### src/rtl/sha256_pkg.sv
// Shared SHA-256 definitions: padder FSM states, block geometry and padding constants.
// Also provides the big-endian byte extraction used for the length field.
package sha256_pkg;

  typedef enum logic [1:0] {
    ACCUM = 2'd0,
    PAD   = 2'd1,
    LEN   = 2'd2,
    EMIT  = 2'd3
  } padder_state_e;

  localparam int          BLOCK_BYTES = 64;
  localparam int          LEN_OFFSET  = 56;
  localparam logic [7:0]  PAD_BYTE    = 8'h80;

  // Byte k (0 = most significant) of the 64-bit length field.
  function automatic logic [7:0] len_byte(input logic [63:0] len, input int k);
    logic [63:0] sh;
    sh = len >> (8 * (7 - k));
    return sh[7:0];
  endfunction

endpackage

### src/rtl/sha256_padder.sv
// SHA-256 message padder: packs a byte stream into 512-bit blocks and appends
// the 0x80 marker, zero fill and 64-bit big-endian bit length.
//
// state | meaning
// ACCUM | accepting message bytes into the buffer at idx
// PAD   | write marker at idx, zero the tail, add length if it fits
// LEN   | length-only block (marker did not leave room for the length)
// EMIT  | block presented on the output, waiting for blk_ready
module sha256_padder
  import sha256_pkg::*;
(
  input  logic         clk,
  input  logic         rst_n,
  input  logic         in_valid,
  output logic         in_ready,
  input  logic [7:0]   in_data,
  input  logic         in_last,
  output logic         blk_valid,
  input  logic         blk_ready,
  output logic [511:0] blk_data,
  output logic         blk_last,
  output logic         busy
);

  padder_state_e r_state, w_state_nxt;
  logic [6:0]    r_idx, w_idx_nxt;
  logic [63:0]   r_len, w_len_nxt;
  logic          r_msg_end, w_msg_end_nxt;
  logic          r_marker, w_marker_nxt;
  logic          r_blk_last, w_blk_last_nxt;
  logic [7:0]    r_buf [BLOCK_BYTES];
  logic [7:0]    w_buf_nxt [BLOCK_BYTES];

  logic          w_in_xfer;
  logic          w_blk_xfer;
  logic [6:0]    w_idx_inc;
  logic          w_len_fits;

  assign in_ready   = (r_state == ACCUM);
  assign blk_valid  = (r_state == EMIT);
  assign blk_last   = r_blk_last;
  assign busy       = (r_state != ACCUM) || (r_idx != 7'd0);

  assign w_in_xfer  = in_valid && in_ready;
  assign w_blk_xfer = blk_valid && blk_ready;
  assign w_idx_inc  = r_idx + 7'd1;
  assign w_len_fits = (r_idx <= 7'(LEN_OFFSET - 1));

  for (genvar g = 0; g < BLOCK_BYTES; g++) begin : g_out
    assign blk_data[511 - 8*g -: 8] = r_buf[g];
  end

  always_ff @(posedge clk or negedge rst_n) begin
    if (!rst_n) begin
      r_state    <= ACCUM;
      r_idx      <= '0;
      r_len      <= '0;
      r_msg_end  <= 1'b0;
      r_marker   <= 1'b0;
      r_blk_last <= 1'b0;
      r_buf      <= '{default: '0};
    end else begin
      r_state    <= w_state_nxt;
      r_idx      <= w_idx_nxt;
      r_len      <= w_len_nxt;
      r_msg_end  <= w_msg_end_nxt;
      r_marker   <= w_marker_nxt;
      r_blk_last <= w_blk_last_nxt;
      r_buf      <= w_buf_nxt;
    end
  end

  always_comb begin
    w_state_nxt    = r_state;
    w_idx_nxt      = r_idx;
    w_len_nxt      = r_len;
    w_msg_end_nxt  = r_msg_end;
    w_marker_nxt   = r_marker;
    w_blk_last_nxt = r_blk_last;
    w_buf_nxt      = r_buf;

    unique case (r_state)
      ACCUM: begin
        if (w_in_xfer) begin
          w_buf_nxt[r_idx[5:0]] = in_data;
          w_idx_nxt             = w_idx_inc;
          w_len_nxt             = r_len + 64'd8;
          if (w_idx_inc == 7'(BLOCK_BYTES)) begin
            w_state_nxt    = EMIT;
            w_blk_last_nxt = 1'b0;
            if (in_last) begin
              w_msg_end_nxt = 1'b1;
              w_marker_nxt  = 1'b0;
            end
          end else if (in_last) begin
            w_msg_end_nxt = 1'b1;
            w_state_nxt   = PAD;
          end
        end
      end

      PAD: begin
        // Stale bytes beyond idx from the previous block must be zeroed here.
        for (int i = 0; i < BLOCK_BYTES; i++) begin
          if (i == int'(r_idx))
            w_buf_nxt[i] = PAD_BYTE;
          else if (i > int'(r_idx))
            w_buf_nxt[i] = 8'h00;
          if (w_len_fits && (i >= LEN_OFFSET))
            w_buf_nxt[i] = len_byte(r_len, i - LEN_OFFSET);
        end
        w_marker_nxt = 1'b1;
        if (w_len_fits)
          w_blk_last_nxt = 1'b1;
        w_state_nxt = EMIT;
      end

      LEN: begin
        for (int i = 0; i < BLOCK_BYTES; i++) begin
          if (i >= LEN_OFFSET)
            w_buf_nxt[i] = len_byte(r_len, i - LEN_OFFSET);
          else
            w_buf_nxt[i] = 8'h00;
        end
        w_blk_last_nxt = 1'b1;
        w_state_nxt    = EMIT;
      end

      EMIT: begin
        if (w_blk_xfer) begin
          w_idx_nxt = '0;
          if (r_blk_last) begin
            w_len_nxt      = '0;
            w_msg_end_nxt  = 1'b0;
            w_marker_nxt   = 1'b0;
            w_blk_last_nxt = 1'b0;
            w_state_nxt    = ACCUM;
          end else if (r_msg_end && !r_marker) begin
            w_state_nxt = PAD;
          end else if (r_msg_end && r_marker) begin
            w_state_nxt = LEN;
          end else begin
            w_state_nxt = ACCUM;
          end
        end
      end

      default: w_state_nxt = ACCUM;
    endcase
  end

endmodule

### config.mk
export PLATFORM = sky130hd
export DESIGN_NAME = sha256_padder
export DESIGN_NICKNAME = d
export VERILOG_FILES = /design/src/rtl/sha256_pkg.sv /design/src/rtl/sha256_padder.sv
export SDC_FILE = /design/constraint.sdc
export NUM_CORES = 1
export LEC_CHECK = 0
export CORE_ASPECT_RATIO = 1.2
export CORE_MARGIN = 1.5
export CORE_UTILIZATION = 51
export DETAILED_ROUTE_END_ITERATION = 10
export GPL_TIMING_DRIVEN = 0
export PLACE_DENSITY_LB_ADDON = 0.15
export SETUP_SLACK_MARGIN = 0.2
export SLEW_MARGIN = 20
export SYNTH_ARGS = -nofsm -noshare
export SYNTH_HDL_FRONTEND = slang
export SYNTH_SLANG_ARGS = --single-unit
### constraint.sdc
create_clock -name clk -period 6.4 [get_ports clk]
set_input_delay 0.96 -clock clk [delete_from_list [all_inputs] [get_ports clk]]
set_output_delay 0.96 -clock clk [all_outputs]
set_load 0.1 [all_outputs]
==> impl_metrics.ini, run 1 <==
[run_status]
status = finished, final reports clean

[clock_tree]
cts_setup_buffers = 0
cts_tree = yes
cts_root_buffer = clkbuf_16
ctsHoldBuffers = 0
htreeDepth = 2
cts_max_path_buffers = 3
numCtsBuffers = 56
post_cts_resized = 0
cts.clk_slew.worst_paths_ns = 0.06
clock-sinks = 585
insertion_delay_ns = 0.62

[synth]
syn_area_um2 = 26300
syn_inst = 2515
yosys-top-cells-count = dfrtp_1, nand2_1, o21ai_0, a22o_1, nor2_1
synth.distinct_cells = 90
synth_largest_area_cell = dfrtp_1
synth_top_area_share_pct = 55.7
yosys_warnings = 0
synth_seq_area_share_pct = 55.7
synth_ff_type = dfrtp_1
synth-edff-count = 0
synth_most_common_cell = dfrtp_1
ys_seq_elements = 585
netlist_top_cells_area = dfrtp_1, a22o_1, o21ai_0, nand2_1, a21oi_1
syn_area_per_cell_um2 = 10.4
async_flop_share_pct = 100
synth_nets = 2540

[routing]
drc_errors = 0
ant_nets = 0
wl_per_cell_um = 29.5
via_per_inst = 6.62
drtIter0Drc = 2910
drt_pre_antenna_iters = 6
wl_mm = 112
vias = 25100

[cells_and_area]
nFillCells = 3854
multiInputGateArea_um2 = 10700
nets = 3132
syn2layout_area_growth_pct = 31.1
layout.cells.non_filler = 3791
final_layout_size_suffix_gt1_share_pct = 8.33
antenna_cells = 0
seqCellArea_um2 = 14600

[placed_design]
placedCellCount = 3693
hpwlAfterDp_mm = 82.4
gp_congestion = 0.991
io_buffer_count = 527

[global_route]
grtUsageTotal_pct = 41.8
overflow = 0
grt_start_max_net_pins = 105
antenna_found_initial = 1
grt_pass1_wl_mm = 163
grt_pass1_vias = 24600

[power_and_ir_drop]
p_per_area_nw_per_um2 = 485
cellLeakagePower_nw = 14.6
ir_worst_vdd_mv = 0.601

[critical_path]
worstPathRequired_ns = 5.44
crit_start = r_idx[0]
regToRegSetupSlack_ns = 2.30
crit_path_end = busy
r2r_start = r_state[0]
critPathMaxFanout = 10
arrival_ns = 4.07
ff2ff_path_depth = 8
startpoint_type = flop
critPathCaptureType = output port
rr_endpoint = blk_data[110]
critPathKind = flop to output port

[floorplanning]
design.core.area_um2 = 50600
ios = 529
die_area_um2 = 52900
num_rows = 90
initial_core_util_pct = 51.9
die_w_um = 210
die_h_um = 252

[sta]
holdWs_ns = 0.196
setup_tns_ns = 0
worst_slew_pin_slew_ns = 1.21
setup_viol = 0
hold_violations = 0
fin_skew_ns = 0.0138
layout_min_cycle_time_ns = 5.03
final_max_slew_viol_count = 0
rsz0062_at_grt = no
slew_headroom_pct = 18.7
max_freq_mhz = 199
post-route-period-util_pct = 78.5

[flow_run]
max_cap_violations = 0

[min_path]
hold_class = primary input to async pin
==> per-stage QoR <==
stage               instance area (µm²)  total power, W  setup slack [ns]  utilization, %
floorplan                         26300          0.0100              2.79               -
global placement                  32300          0.0129            -20.17            64.0
detailed placement                32500          0.0130              2.09            64.3
CTS                               34400          0.0165              1.41            68.1
global route                      34400          0.0171              1.28            68.1
finish                            34400          0.0167              1.37            68.1
==> flip-flops by register name, summed over array words and instances (netlist names) <==
signal	flops
r_marker	1
r_state	2
r_idx	7
r_len	61
blk_last	1
r_msg_end	1
blk_data	512
==> worst max-delay path, cell delays in order, from the launching register on <==
cell             delay [ns]
dfrtp_1                0.50
buf_2                  0.26
buf_2                  0.22
inv_1                  0.16
ha_1                   0.17
clkbuf_1               0.45
nor3b_1                0.45
nand3_1                0.17
clkdlybuf4s50_1        1.05
==> worst min-delay path by stage <==
stage,startpoint,endpoint,slack [ns],cells past startpoint
floorplan,r_marker,r_marker,0.50,1
global placement,blk_data[225],blk_data[225],0.46,2
detailed placement,blk_data[86],blk_data[86],0.47,2
CTS,rst_n,blk_data[142],0.19,1
global route,rst_n,blk_data[142],0.21,1
finish,rst_n,blk_data[142],0.20,1
==> per-layer routing <==
metal  global-route usage, %  routed length (µm)  up-vias
li1                        -                   -    10500
met1                    50.4               40700    12600
met2                    68.2               53300     1638
met3                    8.99                9730      446
met4                    26.5                8140        2
met5                       0                  14        -
==> where the power goes <==
group	total, W	internal (W)	leakage (nW)	switching (W)
sequential	0.00440	0.00410	8.02	0.000297
combinational	0.00886	0.00179	5.64	0.00706
clock	0.00343	0.00197	0.923	0.00146
==> cell usage in the layout, fill, tap and decap left out, types with 34 or more instances in the layout <==
cell type,Yosys,layout
inv_1,43,43
nand3_1,49,49
dfrtp_1,585,585
nand2_1,279,279
clkbuf_1,125,133
o21ai_0,240,240
clkbuf_16,0,57
a22o_1,218,218
mux2_2,46,46
o211ai_1,34,34
nor2_1,155,155
a21oi_1,147,147
clkdlybuf4s50_1,0,526
buf_2,60,60
==> cell families after synthesis <==
logic type               after synthesis  synth area share [%]
multiplexers                          62                  2.61
AND/OR/NAND/NOR                      713                  13.5
adder cells (fa/ha/maj)               12                 0.572
XOR/XNOR                              17                 0.567
flip-flops                           585                  55.7
buffers and inverters                237                  3.71
AO/OA/AOI/OAI                        889                  23.3
==> layout make-up <==
| class | count | share of cell area [%] |
|---|---|---|
| Multi-Input combinational cell | 1693 | 31.0 |
| Tap cell | 644 | 2.34 |
| Clock buffer | 77 | 4.71 |
| Inverter | 44 | 0.480 |
| Sequential cell | 585 | 42.5 |
| Buffer | 193 | 2.35 |
| Timing Repair Buffer | 534 | 15.8 |
| Clock inverter | 21 | 0.756 |
Power figures use the tool's default switching activity.
==> run 2: changes to the inputs <==
--- a/config.mk
+++ b/config.mk
@@ -7,7 +7,7 @@
 export LEC_CHECK = 0
 export CORE_ASPECT_RATIO = 1.2
 export CORE_MARGIN = 1.5
-export CORE_UTILIZATION = 51
+export CORE_UTILIZATION = 47
 export DETAILED_ROUTE_END_ITERATION = 10
 export GPL_TIMING_DRIVEN = 0
 export PLACE_DENSITY_LB_ADDON = 0.15
==> constraint.sdc (replaced) <==
create_clock -name clk -period 4.5 [get_ports clk]
set_input_delay 0.675 -clock clk [delete_from_list [all_inputs] [get_ports clk]]
set_output_delay 0.675 -clock clk [all_outputs]
set_load 0.1 [all_outputs]
==> impl_metrics.ini, run 2 (synthesis gave the netlist of run 1 again) <==
[run_status]
status = finished, final reports clean

[cells_and_area]
mostFrequentLayoutCell = dfrtp_1
final_layout_size_suffix_gt1_share_pct = 8.63
largest_register_ffs = 512
final_cell_mix = dfrtp_1, clkdlybuf4s50_1, nand2_1
syn2layout_area_growth_pct = 32.1
nets = 3131
antenna_cells = 0
layout.cells.non_filler = 3871

[floorplanning]
die_w_um = 219
num_rows = 94
initial_core_util_pct = 47.7
die_h_um = 262
design.core.area_um2 = 55000
die_area_um2 = 57300
ios = 529

[clock_tree]
insertion_delay_ns = 0.61
ctsHoldBuffers = 0
numCtsBuffers = 56
cts_max_path_buffers = 3
cts_root_buffer = clkbuf_16
clock-sinks = 585
cts_setup_buffers = 0
cts.clk_slew.worst_paths_ns = 0.07
htreeDepth = 2
cts_tree = yes
post_cts_resized = 4

[global_route]
antenna_found_initial = 0
grt_pass1_wl_mm = 162
grt_pass1_vias = 24500
grt_start_max_net_pins = 104
overflow = 0
grtUsageTotal_pct = 38.4

[critical_path]
crit_path_cell_trace = buf_2, buf_2, inv_1, ha_1, clkbuf_2, nor3b_2, nand3_1, clkdlybuf4s15_2
max_stage_delay_ns = 0.59
regToRegSetupSlack_ns = 0.59
arrival_ns = 3.39
critPathCaptureType = output port
ff2ff_path_depth = 10
critical-path-slowest-cell = clkdlybuf4s15_2
crit_top_cell = buf_2
startpoint_type = flop
critPathKind = flop to output port
critPathMaxFanout = 10
worstPathRequired_ns = 3.83
r2r_start = r_idx[0]
rr_endpoint = blk_data[319]
path_buf_inv = 5
worst_path_dominant_cell_family = buffers and inverters

[routing]
drc_errors = 0
wl_per_cell_um = 28.8
drt_pre_antenna_iters = 8
drtIter0Drc = 2791
vias = 24800
via_per_inst = 6.42
ant_nets = 0
wl_mm = 112

[sta]
final_max_slew_viol_count = 0
worst_slew_pin_slew_ns = 1.31
setup_tns_ns = 0
layout_min_cycle_time_ns = 4.06
slew_headroom_pct = 11.7
rsz0062_at_grt = no
hold_violations = 0
fin_skew_ns = 0.0169
max_freq_mhz = 246
post-route-period-util_pct = 90.3
fin_ws_ns = 0.437
setup_viol = 0

[placed_design]
gp_congestion = 1.03
io_buffer_count = 527
hpwlAfterDp_mm = 82.7
place_ws_ns = 0.163
placedCellCount = 3768

[min_path]
hold_class = primary input to async pin

[power_and_ir_drop]
cellLeakagePower_nw = 14.7
ir_worst_vdd_mv = 0.930
p_per_area_nw_per_um2 = 694

[flow_run]
max_cap_violations = 0
==> run 2: cell types whose count changed in the layout (fill, tap and decap cells not counted), sizes merged <==
cell / change
clkdlybuf4s50: -1
inv: -1
buf: -1
bufinv: +6
clkdlybuf4s15: +1
clkbuf: +1
clkinv: -1
==> run 2: worst max-delay path by stage <==
stage / start / end / cells after the start
2_1_floorplan: r_state[0] / busy / 5
5_1_grt: r_idx[0] / busy / 8
3_3_place_gp: rst_n / blk_data[312] / 1
3_5_place_dp: r_idx[0] / busy / 8
4_1_cts: r_idx[0] / busy / 8
6_report: r_idx[0] / busy / 8
==> run 2: report_power, final <==
group / internal (W) / switching [W] / leakage [nW]
Sequential: 0.00583 / 0.000421 / 8.02
Combinational: 0.00255 / 0.0100 / 5.65
Clock: 0.00320 / 0.00209 / 1.02
==> run 2: through the flow <==
stage | utilization [%] | hold slack, ns | cell area, µm² | power (W)
2_1_floorplan | - | 0.379 | 26300 | 0.0143
3_3_place_gp | 58.9 | 0.461 | 32400 | 0.0184
3_5_place_dp | 59.3 | 0.470 | 32600 | 0.0186
4_1_cts | 63.0 | 0.0206 | 34700 | 0.0239
5_1_grt | 63.0 | 0.0386 | 34700 | 0.0248
6_report | 63.0 | 0.00810 | 34700 | 0.0241
==> run 2: cell type report <==
cell class / instances / area (µm²)
Clock inverter: 25 / 422
Inverter: 44 / 165
Clock buffer: 78 / 1660
Timing Repair Buffer: 533 / 5450
Tap cell: 720 / 901
Buffer: 193 / 810
Sequential cell: 585 / 14600
Fill cell: 4440 / 20300
Multi-Input combinational cell: 1693 / 10700
==> run 2: per-layer routing <==
metal,track usage (%),vias to the layer above,part of all wire [%]
li1,-,10500,-
met1,47.1,12500,38
met2,63.5,1447,48
met3,7.15,399,7.7
met4,22.2,0,6.5
met5,0,-,0
